--- src/rtl/tile_result_packer.sv ---
// ============================================================================
// tile_result_packer: scales MAC accumulator results and packs sixteen of them
// row-major into one tile word for result RAM. Optional: TILE_PACKER_SAT_EN.
// Revision: 1.0
// ============================================================================
`default_nettype none

module tile_result_packer #(
   parameter int WIDTH      = 16,
   parameter int FACTOR     = 2754,
   parameter int ACC_WIDTH  = 32,
   parameter int FRAC       = 8,
   parameter int ADDR_WIDTH = 12
) (
   input  logic                   clk,
   input  logic                   rst_n,
   input  logic                   acc_valid,
   input  logic [ACC_WIDTH-1:0]   acc_data,
   output logic                   acc_ready,
   output logic                   wr_en,
   output logic [ADDR_WIDTH-1:0]  wr_addr,
   output logic [WIDTH*WIDTH-1:0] wr_data,
   input  logic                   wr_ready,
   output logic                   done
);

   localparam int                    c_TILE_W    = WIDTH * WIDTH;
   localparam int                    c_ELEMS     = 16;
   localparam logic [ADDR_WIDTH-1:0] c_LAST_ADDR = ADDR_WIDTH'(FACTOR - 1);

   typedef enum logic [0:0] {
      FILL  = 1'b0,
      WRITE = 1'b1
   } state_t;

   state_t                r_state;
   state_t                w_state_nxt;
   logic [3:0]            r_elem_cnt;
   logic [ADDR_WIDTH-1:0] r_wr_addr;
   logic                  r_done;
   logic [WIDTH-1:0]      r_slot [c_ELEMS];
   logic [WIDTH-1:0]      w_elem;
   logic                  w_acc_hs;
   logic                  w_wr_acc;
   logic                  w_unused;

   assign w_acc_hs = acc_valid && (r_state == FILL);
   assign w_wr_acc = wr_ready  && (r_state == WRITE);
   assign w_unused = ^{acc_data[FRAC-1:0], acc_data[ACC_WIDTH-1:FRAC+WIDTH]};

`ifdef TILE_PACKER_SAT_EN
   localparam logic signed [ACC_WIDTH-1:0] c_EL_MAX = ACC_WIDTH'((2 ** (WIDTH - 1)) - 1);
   localparam logic signed [ACC_WIDTH-1:0] c_EL_MIN = -(ACC_WIDTH'(2 ** (WIDTH - 1)));

   logic signed [ACC_WIDTH-1:0] w_shifted;
   assign w_shifted = $signed(acc_data) >>> FRAC;

   always_comb begin
      w_elem = acc_data[FRAC+WIDTH-1:FRAC];
      if (w_shifted > c_EL_MAX) begin
         w_elem = {1'b0, {(WIDTH-1){1'b1}}};
      end else if (w_shifted < c_EL_MIN) begin
         w_elem = {1'b1, {(WIDTH-1){1'b0}}};
      end
   end
`else
   always_comb begin
      w_elem = acc_data[FRAC+WIDTH-1:FRAC];
   end
`endif

   always_ff @(posedge clk or negedge rst_n) begin
      if (!rst_n) begin
         r_state <= FILL;
      end else begin
         r_state <= w_state_nxt;
      end
   end

   // Handshake outputs depend on the state register only.
   always_comb begin
      w_state_nxt = r_state;
      acc_ready   = 1'b0;
      wr_en       = 1'b0;
      case (r_state)
         FILL: begin
            acc_ready = 1'b1;
            if (w_acc_hs && (r_elem_cnt == 4'd15)) begin
               w_state_nxt = WRITE;
            end
         end
         WRITE: begin
            wr_en = 1'b1;
            if (wr_ready) begin
               w_state_nxt = FILL;
            end
         end
         default: w_state_nxt = FILL;
      endcase
   end

   always_ff @(posedge clk or negedge rst_n) begin
      if (!rst_n) begin
         r_elem_cnt <= 4'd0;
         for (int k = 0; k < c_ELEMS; k++) begin
            r_slot[k] <= '0;
         end
      end else if (w_acc_hs) begin
         r_elem_cnt         <= r_elem_cnt + 4'd1;
         r_slot[r_elem_cnt] <= w_elem;
      end
   end

   always_ff @(posedge clk or negedge rst_n) begin
      if (!rst_n) begin
         r_wr_addr <= '0;
         r_done    <= 1'b0;
      end else begin
         r_done <= w_wr_acc && (r_wr_addr == c_LAST_ADDR);
         if (w_wr_acc) begin
            r_wr_addr <= (r_wr_addr == c_LAST_ADDR) ? '0 : r_wr_addr + 1'b1;
         end
      end
   end

   // Element 0 sits in the most significant slot so the unpacker reads row-major.
   always_comb begin
      wr_data = '0;
      for (int k = 0; k < c_ELEMS; k++) begin
         wr_data[c_TILE_W-1-WIDTH*k -: WIDTH] = r_slot[k];
      end
   end

   assign wr_addr = r_wr_addr;
   assign done    = r_done;

endmodule

`default_nettype wire

--- config.mk ---
export PLATFORM = sky130hd
export DESIGN_NAME = tile_result_packer
export DESIGN_NICKNAME = d
export VERILOG_FILES = /design/src/rtl/tile_result_packer.sv
export SDC_FILE = /design/constraint.sdc
export NUM_CORES = 1
export LEC_CHECK = 0
export ABC_CLOCK_PERIOD_IN_PS = 2150
export CAP_MARGIN = 25
export CORE_MARGIN = 2
export CORE_UTILIZATION = 40
export DETAILED_ROUTE_END_ITERATION = 8
export PLACE_DENSITY = 0.76
export SYNTH_ARGS = -nofsm -noshare
export SYNTH_HDL_FRONTEND = slang
export SYNTH_SLANG_ARGS = --single-unit
--- constraint.sdc ---
create_clock -name clk -period 2.15 [get_ports clk]
set_clock_uncertainty 0.1 [all_clocks]
set_input_delay 0.5375 -clock clk [delete_from_list [all_inputs] [get_ports clk]]
set_output_delay 0.5375 -clock clk [all_outputs]
set_load 0.005 [all_outputs]
Word-level counts from Yosys, hierarchy flattened

Index checks and enable logic that the tools add are counted.

Add/sub/neg operators: 2
$mul: 0
Div/mod/pow operators: 0
Magnitude comparators: 2
Eq/ne operators: 2
Shifts and indexed selects: 0
Muxes and demuxes: 9
Bitwise logic cells: 2
Reduce and logical (&&, ||, !) cells: 5

Operators with widths:

| kind                    | count |
|---|---|
| $bwmux W256             | 1 |
| $demux W16 S4           | 1 |
| $mux W16                | 1 |
| $add A12 B1 Y12 const B | 1 |
| $eq A12 B12 Y1 const B  | 1 |
| $mux W12                | 1 |
| $ge A5 B5 Y1 const B    | 1 |
| $logic_and A1 B1 Y1     | 5 |
| $lt A5 B1 Y1 const B    | 1 |
| $not A4 Y5              | 1 |
| $add A4 B1 Y4 const B   | 1 |
| $eq A4 B4 Y1 const B    | 1 |
| $mux W1                 | 4 |
| $pmux W1 S2             | 1 |
| $not A1 Y1              | 1 |

Register bits after elaboration: 274
Latch bits: 0
Bits in writable memories: 0
Bits in read-only memories: 0
Bits of input ports: 36
Output and inout bits: 271
Memories: 0

Depth between registers and ports, before layout

Gate-level depths: netlist (run 1).

Depth in word-level cells: 6
Mapped depth: 6

Least setup slack after synthesis (run 1)

Ideal clock, no wire load.

Path type: input to register
From: input port acc_valid
To: register r_slot, in the netlist wr_data[14]
Library setup time: 0.125 ns
Arrival time: 1.614 ns
Required time: 1.925 ns
Setup slack: 0.311 ns
Stages: 6
Cells stage by stage: nor2b_4 > buf_12 > nand2_8 > nor2_8 > buf_6 > mux2_2

Longest elaborated chain between the ends: 1

RTL lines:

| item                          | line | text |
|---|---|---|
| start, declared               | 17   | `input logic acc_valid,` |
| $logic_and A1 B1 Y1           | 47   | `assign w_acc_hs = acc_valid && (r_state == FILL);` |
| end signal, assigned by index | 110  | `r_slot[r_elem_cnt] <= w_elem;` |
| end, declared                 | 41   | `logic [WIDTH-1:0] r_slot [c_ELEMS];` |

Every way passes these cells.
A chain may end at the register's enable or synchronous reset.

Worst setup path in the final report (run 1)

From: register r_wr_addr[2] (netlist: wr_addr[2])
To: output port wr_addr[2]

RTL lines:

| item                   | line | text |
|---|---|---|
| start, declared        | 39   | `logic [ADDR_WIDTH-1:0] r_wr_addr;` |
| start signal, assigned | 121  | `r_wr_addr <= (r_wr_addr == c_LAST_ADDR) ? '0 : r_wr_addr + 1'b1;` |
| end, declared          | 21   | `output logic [ADDR_WIDTH-1:0] wr_addr,` |

No word-level cell between the ends.

==> summary by stage, run 1 <==
Outcome
The flow ran to the end, and the final reports show no timing, DRC or antenna violations.

Global routing
For this run, the total global-route usage over all layers was measured as 19.5%. The busiest layer in global routing is met2. The sum of overflow across all layers after global routing is 0.

The met1 routing resource usage after global routing is 25.9%. The via count of the first global-routing pass is 7335. Entering global routing, the biggest net connects 63 pins. Global routing consumed, on the met2 layer, 31.8% of the routing resources. The global-route wire length before repair is 43400 um.

The met3 track utilization from global routing is 5.96%. The initial antenna violation count came to 0.

STA
Subtracting the final worst setup slack from the clock period gives 2.10 ns. The final hold violation count came to 0. Based on the critical path, the design can be clocked at up to 475 MHz. The number of failing setup endpoints in the final timing report is 0. The worst slew margin relative to its limit is 60.4%. Of the available clock period, the critical path in the final layout requires 97.9%. Setup repair after global routing left no endpoint under its margin. The max-slew violation total from the final report is 0. The worst-margin pin slew is 0.593 ns.

Layout
The non-filler instance count after layout is 1375. The finished cells cover 15800 sq um. The count of inserted antenna diode cells is 0.

At the end of the flow the core is filled with cells to 58.8%. The final net count is 1054. The share of post-route cells with drive strength above 1 is 37.9%. The layout has 2077 filler cells.

The growth of design area from synthesis to finish is 45.2%.

Critical path
Counting cells, the worst reg-to-reg path comes to 6. The number of buffers and inverters on the critical path is 1. Traced cell by cell, the critical path runs through clkdlybuf4s50_1. In this design, the stage delay of the slowest critical-path cell is 0.52 ns. The kind of cell with the highest combined delay along the critical path is buffers and inverters. The category of the critical setup timing path is register to output port. The critical register-to-register path startpoint is r_state$_DFF_PN0_. The critical path data arrival time is 1.47 ns. The largest individual stage delay along the critical path comes from the cell sky130_fd_sc_hd__clkdlybuf4s50_1.

The top fanout value on the critical path is 6. The endpoint required time on the critical path is 1.51 ns. In this run the critical register-to-register path is captured at wr_data[175]$_DFFE_PN0P_. The worst reg-to-reg setup slack is 0.11 ns.

STA classifies the critical path startpoint as a register. The kind of capture point of the worst setup path is an output port.

Logic synthesis
The part of the Yosys area used for sequential elements is 62.9%. Counting every instance in the synthesized netlist gives 650. In this run, synthesis produced a sequential element count of 274. The post-synthesis cell type count is 33. Summing every instance area after synthesis gives 10900 sq um. For this run, asynchronously set or reset flops after synthesis account for 100%. The most frequently used flop master after synthesis is sky130_fd_sc_hd__dfrtp_1. The mean instance size in the synthesized netlist is 16.8 sq um. Synthesis produced a netlist with a net count of 692. For this run, the number of Yosys warnings is 0. The number of flops mapped to enable cells by yosys is 0.

Power and ir drop
IR analysis of the VDD net gives a maximum drop of 922 uV. The leakage power total is 6.98 nW. The power per cell area is 1500 nW/um^2.

CTS
The tree built by TritonCTS fans out to 274 sinks. TritonCTS built the clock tree. CTS placed an instance of sky130_fd_sc_hd__clkbuf_16 at the clock tree root. The CTS clock-pin slew for the worst setup and hold paths is 0.06 ns.

In this run, CTS created clock tree buffers numbering 29. For the worst-skew pair, the clock arrives at the later sink with an insertion delay of 0.54 ns. No sink is reached through more buffers than the 3 on the longest clock path. In this run the number of H-tree levels came out at 1.

Place
After detailed placement, the design holds a cell count of 1306. Once detailed placement completed, the half-perimeter wirelength came to 19400 um. At the end of routability-driven placement, the weighted congestion stood at 0.793. During placement, the flow inserted port buffers numbering 290.

The post-detailed-placement cell area is 14700 sq um.

Die
The die outline area is 28600 sq um. The die is 169 um wide. The number of placement rows is 60.

The die is 169 um tall. The core region area is 26900 sq um. 307 I/O pins were placed. For this configuration, the core starts out at a cell density of 40.5%.

Route
Using the TritonRoute via totals, the vias-per-cell ratio works out to 4.99. Wires add up to 28000 um. Summing over every cut layer, the via total after detailed routing is 6860. The number of nets with antenna violations after routing is 0. The pre-antenna-repair detailed-routing pass consisted of 4 iterations.

In this run, the number of DRC markers left after iteration 0 of detailed routing was 285. In the final routed layout, each cell accounts on average for 20.4 um. The residual DRC count is 0.

Hold path
In this run the worst hold path is classified as register to register. The start point of the worst min-delay path is wr_data[46]$_DFFE_PN0P_. The path with the worst hold slack has its endpoint at wr_data[46]$_DFFE_PN0P_. The number of cells on the worst hold path is 1.

Flow run
The tool flagged a number of max-cap violations equal to 0.
[metrics by stage]
stage	power (mW)	setup WS [ns]	hold slack [ns]	TNS, ns
2_1_floorplan	12.5	0.311	0.142	0
3_3_place_gp	18.3	-0.341	0.367	-53.39
3_5_place_dp	18.6	-0.359	0.376	-55.84
4_1_cts	24.0	0.00403	0.389	0
5_1_grt	25.0	0.000449	0.400	0
6_report	23.8	0.0452	0.383	0
[final cells by class]
cell class | count | area, sq um | area share, %
Clock buffer | 42 | 805 | 5.09
Tap cell | 341 | 427 | 2.70
Clock inverter | 11 | 191 | 1.21
Sequential cell | 274 | 6870 | 43.4
Inverter | 7 | 26.3 | 0.166
Timing Repair Buffer | 366 | 3770 | 23.8
Multi-Input combinational cell | 334 | 3730 | 23.6
[logic make-up after synthesis]
kind of cell	count (synthesis)	share of synthesized area [%]
flops	274	62.9
mux	256	27.6
simple gates	54	4.65
buf+inv	42	2.79
xor+xnor	12	0.965
compound gates	6	0.322
fa+ha+maj	6	0.689
[how the worst max path moves through the flow]
stage,start,endpoint,slack [ns],cells after the start
after global routing,wr_data[177]$_DFFE_PN0P_,wr_data[177],0.0004,1
final,wr_addr[2]$_DFFE_PN0P_,wr_addr[2],0.05,1
after global placement,acc_valid,wr_data[81]$_DFFE_PN0P_,-0.34,6
after CTS,wr_addr[8]$_DFFE_PN0P_,wr_addr[8],0.004,1
after floorplan,acc_valid,wr_data[14]$_DFFE_PN0P_,0.31,6
after detailed placement,acc_valid,wr_data[149]$_DFFE_PN0P_,-0.36,6
[placed cells by master (no fill, tap or decap), types with 7 or more instances in the layout]
master and instances:
sky130_fd_sc_hd__clkdlybuf4s50_1 286, sky130_fd_sc_hd__xnor2_1 9, sky130_fd_sc_hd__inv_1 7, sky130_fd_sc_hd__nand2_1 7
sky130_fd_sc_hd__nor2_4 7, sky130_fd_sc_hd__mux2_2 211, sky130_fd_sc_hd__clkbuf_1 10, sky130_fd_sc_hd__buf_4 52
sky130_fd_sc_hd__buf_12 23, sky130_fd_sc_hd__dfrtp_2 7, sky130_fd_sc_hd__clkbuf_16 29, sky130_fd_sc_hd__mux2_4 34
sky130_fd_sc_hd__mux2_1 11, sky130_fd_sc_hd__dfrtp_1 267
[power breakdown]
group / internal [mW] / switching, mW / leakage, nW / total [mW]
Combinational: 6.52 / 3.09 / 3.11 / 9.61
Sequential: 7.58 / 1.38 / 3.40 / 8.97
Clock: 3.19 / 2.01 / 0.474 / 5.20
Total: 17.3 / 6.48 / 6.98 / 23.8
[metal layers]
layer,routed length [um],part of all wire (%)
met1,12000,43
met4,514,1.8
met3,2390,8.5
met5,0,0
met2,13200,47
[registers in the layout (all words and copies together), names as in the netlist]
register,cells
done,1
wr_data,256
wr_addr,12
r_state,1
r_elem_cnt,4
[what timing repair did]
action / 4_1_cts / 5_1_grt
endpoints found under the hold margin: 52 / 0
setup endpoints to repair: 10 / 7
gates cloned: 0 / 0
resized for setup: 9 / 1
hold buffers: 1 / 0
setup buffers: 4 / 11
[cell usage after synthesis, types with 4 or more instances]
cell type | number | share of area (%)
sky130_fd_sc_hd__dfrtp_1 | 274 | 63
sky130_fd_sc_hd__mux2_2 | 211 | 22
sky130_fd_sc_hd__mux2_4 | 34 | 4.7
sky130_fd_sc_hd__clkbuf_1 | 16 | 0.55
sky130_fd_sc_hd__mux2_1 | 11 | 1.1
sky130_fd_sc_hd__buf_6 | 10 | 1.0
sky130_fd_sc_hd__xnor2_1 | 9 | 0.72
sky130_fd_sc_hd__inv_1 | 7 | 0.24
sky130_fd_sc_hd__nand2_1 | 7 | 0.24
sky130_fd_sc_hd__nor2_4 | 7 | 0.72
sky130_fd_sc_hd__ha_1 | 6 | 0.69
sky130_fd_sc_hd__nor2_1 | 6 | 0.21
sky130_fd_sc_hd__nor2_8 | 6 | 1.1
sky130_fd_sc_hd__buf_2 | 4 | 0.18
sky130_fd_sc_hd__nand3_4 | 4 | 0.64
sky130_fd_sc_hd__nand4_1 | 4 | 0.23
sky130_fd_sc_hd__nor3_1 | 4 | 0.18
No activity file was read; power rests on OpenSTA's default activity.
==> run 2, diff against run 1 <==
--- a/config.mk
+++ b/config.mk
@@ -5,7 +5,7 @@
 export SDC_FILE = /design/constraint.sdc
 export NUM_CORES = 1
 export LEC_CHECK = 0
-export ABC_CLOCK_PERIOD_IN_PS = 2150
+export ABC_CLOCK_PERIOD_IN_PS = 2210
 export CAP_MARGIN = 25
 export CORE_MARGIN = 2
 export CORE_UTILIZATION = 40
==> constraint.sdc (replaced) <==
create_clock -name clk -period 2.21 [get_ports clk]
set_clock_uncertainty 0.1 [all_clocks]
set_input_delay 0.5525 -clock clk [delete_from_list [all_inputs] [get_ports clk]]
set_output_delay 0.5525 -clock clk [all_outputs]
set_load 0.005 [all_outputs]
==> summary by stage, run 2 (synthesized netlist as in run 1, its figures left out) <==
Critical path
The total buffers and inverters traversed by the critical path was 1 (unchanged). The kind of cell adding the most delay to the critical path is buffers and inverters (unchanged). The path depth of the worst reg2reg path is 6 (unchanged). The top fanout value on the critical path was 7 (was 6). The category of the critical setup timing path was register to output port (unchanged).

Ordered list of cells on the worst path: clkdlybuf4s50_1 (unchanged). The critical path data arrival time was 1.51 ns (was 1.47 ns). The standard cell with the maximum stage delay on the critical path is sky130_fd_sc_hd__clkdlybuf4s50_1 (unchanged).

The critical register-to-register path startpoint is r_state$_DFF_PN0_ (unchanged). The kind of capture point of the worst setup path is an output port (unchanged). The worst reg2reg path endpoint was wr_data[203]$_DFFE_PN0P_ (was wr_data[175]$_DFFE_PN0P_).

The endpoint required time on the critical path came to 1.56 ns (was 1.51 ns). The worst reg-to-reg setup slack is 0.18 ns (was 0.11 ns). The startpoint class of the critical path is a register (unchanged). The delay contributed by the slowest stage of the critical path was 0.53 ns (was 0.52 ns).

Layout
The core occupancy in the finished layout is 58.3% (was 58.8%). The flip-flop count of the largest register, all copies and words added came to 256 (unchanged). Most frequent cells in the layout: 288 x sky130_fd_sc_hd__clkdlybuf4s50_1, 267 x sky130_fd_sc_hd__dfrtp_1, 211 x sky130_fd_sc_hd__mux2_2, 45 x sky130_fd_sc_hd__buf_4, 34 x sky130_fd_sc_hd__mux2_4 (was 286 x sky130_fd_sc_hd__clkdlybuf4s50_1, 267 x sky130_fd_sc_hd__dfrtp_1, 211 x sky130_fd_sc_hd__mux2_2, 52 x sky130_fd_sc_hd__buf_4, 34 x sky130_fd_sc_hd__mux2_4). The share of post-route cells with drive strength above 1 is 37.5% (was 37.9%). The count of inserted antenna diode cells came to 0 (unchanged). The most frequent standard cell in the layout excluding fill and tap cells is sky130_fd_sc_hd__clkdlybuf4s50_1 (unchanged). The growth of design area from synthesis to finish is 44.0% (was 45.2%).

The final net count is 1045 (was 1054).

Place
The minimum setup slack after placement is -0.270 ns (was -0.359 ns). The number of I/O port buffers is 290 (unchanged). The total half-perimeter wirelength after legalization and detailed placement came to 19200 um (was 19400 um). The final weighted congestion in routability-driven placement was 0.819 (was 0.793).

STA
The max-slew violation total from the final report is 0 (unchanged). The worst-margin pin slew is 0.585 ns (was 0.593 ns). The setup slack after layout is 0.0515 ns (was 0.0452 ns). The final hold violation count was 0 (unchanged). Counting I/O delays and the setup requirement, the final critical path takes 2.16 ns. Setup repair after global routing missed its margin: no (unchanged).

The aggregate negative setup slack was 0 ns (unchanged). Timing would allow up to 463 MHz. The worst hold slack across all endpoints is 0.386 ns (was 0.383 ns). The worst slew margin relative to its limit was 61.0% (was 60.4%). The ratio of final minimum period to clock period is 97.7%. The number of failing setup endpoints in the final timing report is 0 (unchanged).

Global routing
The pin count of the biggest net entering global routing is 62 (was 63). The via count of the first global-routing pass is 7395 (was 7335). The aggregate global-route resource usage is 19.4% (was 19.5%). The sum of overflow across all layers after global routing was 0 (unchanged). The initial antenna violation count is 0 (unchanged). The global-route wire length before repair is 43400 um (about the same).

Power and ir drop
The power per cell area is 1460 nW/um^2 (was 1500 nW/um^2). The leakage power total is 6.90 nW (was 6.98 nW). The peak supply drop is 772 uV (was 922 uV). The total power draw is 22.9 mW (was 23.8 mW).

CTS
The clock insertion delay at the later pin of the skew report is 0.54 ns (about the same). The worst-case clock buffer depth is 3 (unchanged). The TritonCTS clock tree was built (unchanged). The number of clock sinks seen by CTS is 274 (unchanged).

The number of clock buffers inserted by TritonCTS came to 29 (unchanged). The library cell used as clock root buffer is sky130_fd_sc_hd__clkbuf_16 (unchanged). The CTS clock-pin slew for the worst setup and hold paths is 0.06 ns (about the same). The number of H-tree levels was 1 (unchanged).

Route
The number of nets with antenna violations after routing is 0 (unchanged). The number of violations reported at the end of detailed-routing iteration 0 is 323 (was 285). The average vias per placed instance is 4.97 (was 4.99). The first-pass iteration count of the detailed router is 6 (was 4).

The detail-routed net length per standard cell came to 20.4 um (about the same). The residual DRC count is 0 (unchanged). The total wire length after detailed routing was 27900 um (was 28000 um).

The via count was 6786 (was 6860).

Hold path
The start point of the worst min-delay path is wr_data[46]$_DFFE_PN0P_ (unchanged). The path category of the worst min-delay check is register to register (unchanged). The end point of the most critical hold path is wr_data[46]$_DFFE_PN0P_ (unchanged). The number of cells on the worst hold path is 1 (unchanged).

Outcome
Result of the run: finished, final reports clean (unchanged).

Die
The height of the chip is 169 um (unchanged). The die outline area came to 28600 sq um (unchanged). The initial cell density of the core is 40.5% (unchanged). The number of ports placed on the die boundary is 307 (unchanged).

The die outline width is 169 um (unchanged). The number of placement rows is 60 (unchanged). The core region area is 26900 sq um (unchanged).

Flow run
The number of maximum-capacitance violations is 0 (unchanged).
[run 2: how the worst max path moves through the flow]
stage / end / depth (start not counted) / start / slack, ns
3_5_place_dp: wr_data[80]$_DFFE_PN0P_ / 6 / acc_valid / -0.27
6_report: wr_addr[6] / 1 / wr_addr[6]$_DFFE_PN0P_ / 0.05
4_1_cts: wr_addr[3] / 1 / wr_addr[3]$_DFFE_PN0P_ / 0.01
5_1_grt: wr_addr[4] / 1 / wr_addr[4]$_DFFE_PN0P_ / 0.001
2_1_floorplan: wr_data[14]$_DFFE_PN0P_ / 6 / acc_valid / 0.36
3_3_place_gp: wr_data[80]$_DFFE_PN0P_ / 6 / acc_valid / -0.27
[run 2: per-stage QoR]
stage / area (sq um) / cells
final: 15700 / 1365
after CTS: 15600 / 1360
after floorplan: 10900 / 650
after detailed placement: 14700 / 1305
after global placement: 14700 / 1305
after global routing: 15700 / 1365
[run 2: power breakdown]
| part | leakage [nW] | total, mW | internal (mW) | switching (mW) |
|---|---|---|---|---|
| clock network | 0.469 | 4.83 | 2.92 | 1.91 |
| logic | 3.04 | 9.31 | 6.33 | 2.98 |
| registers | 3.40 | 8.72 | 7.38 | 1.34 |
| total | 6.90 | 22.9 | 16.6 | 6.24 |
[run 2: cell type report]
class | count | area, sq um
clock buffer | 42 | 825
clock inverter | 10 | 131
sequential | 274 | 6870
multi-input combinational | 334 | 3730
tap | 341 | 427
timing repair buffer | 357 | 3670
inverter | 7 | 26.3
fill | 2119 | 11200
[run 2: routing by layer]
| layer | vias up | share of wire [%] | global-route usage (%) |
|---|---|---|---|
| met5 | - | 0 | 0 |
| met1 | 3533 | 42 | 25.5 |
| met4 | 0 | 0.92 | 3.31 |
| li1 | 2991 | - | - |
| met2 | 240 | 48 | 32.6 |
| met3 | 22 | 8.5 | 5.82 |
[run 2: repair_timing]
action,4_1_cts,5_1_grt
hold endpoints to repair,50,0
hold buffers,1,0
gates cloned,0,0
endpoints found under the setup margin,8,2
buffers inserted,2,5
gates resized for setup,8,0
==> run 3, diff against run 2 <==
--- a/config.mk
+++ b/config.mk
@@ -5,6 +5,7 @@
 export SDC_FILE = /design/constraint.sdc
 export NUM_CORES = 1
 export LEC_CHECK = 0
+export ABC_AREA = 0
 export ABC_CLOCK_PERIOD_IN_PS = 2210
 export CAP_MARGIN = 25
 export CORE_MARGIN = 2
==> results of run 3 <==
Final layout, timing and power as in run 2 (identical DEF).
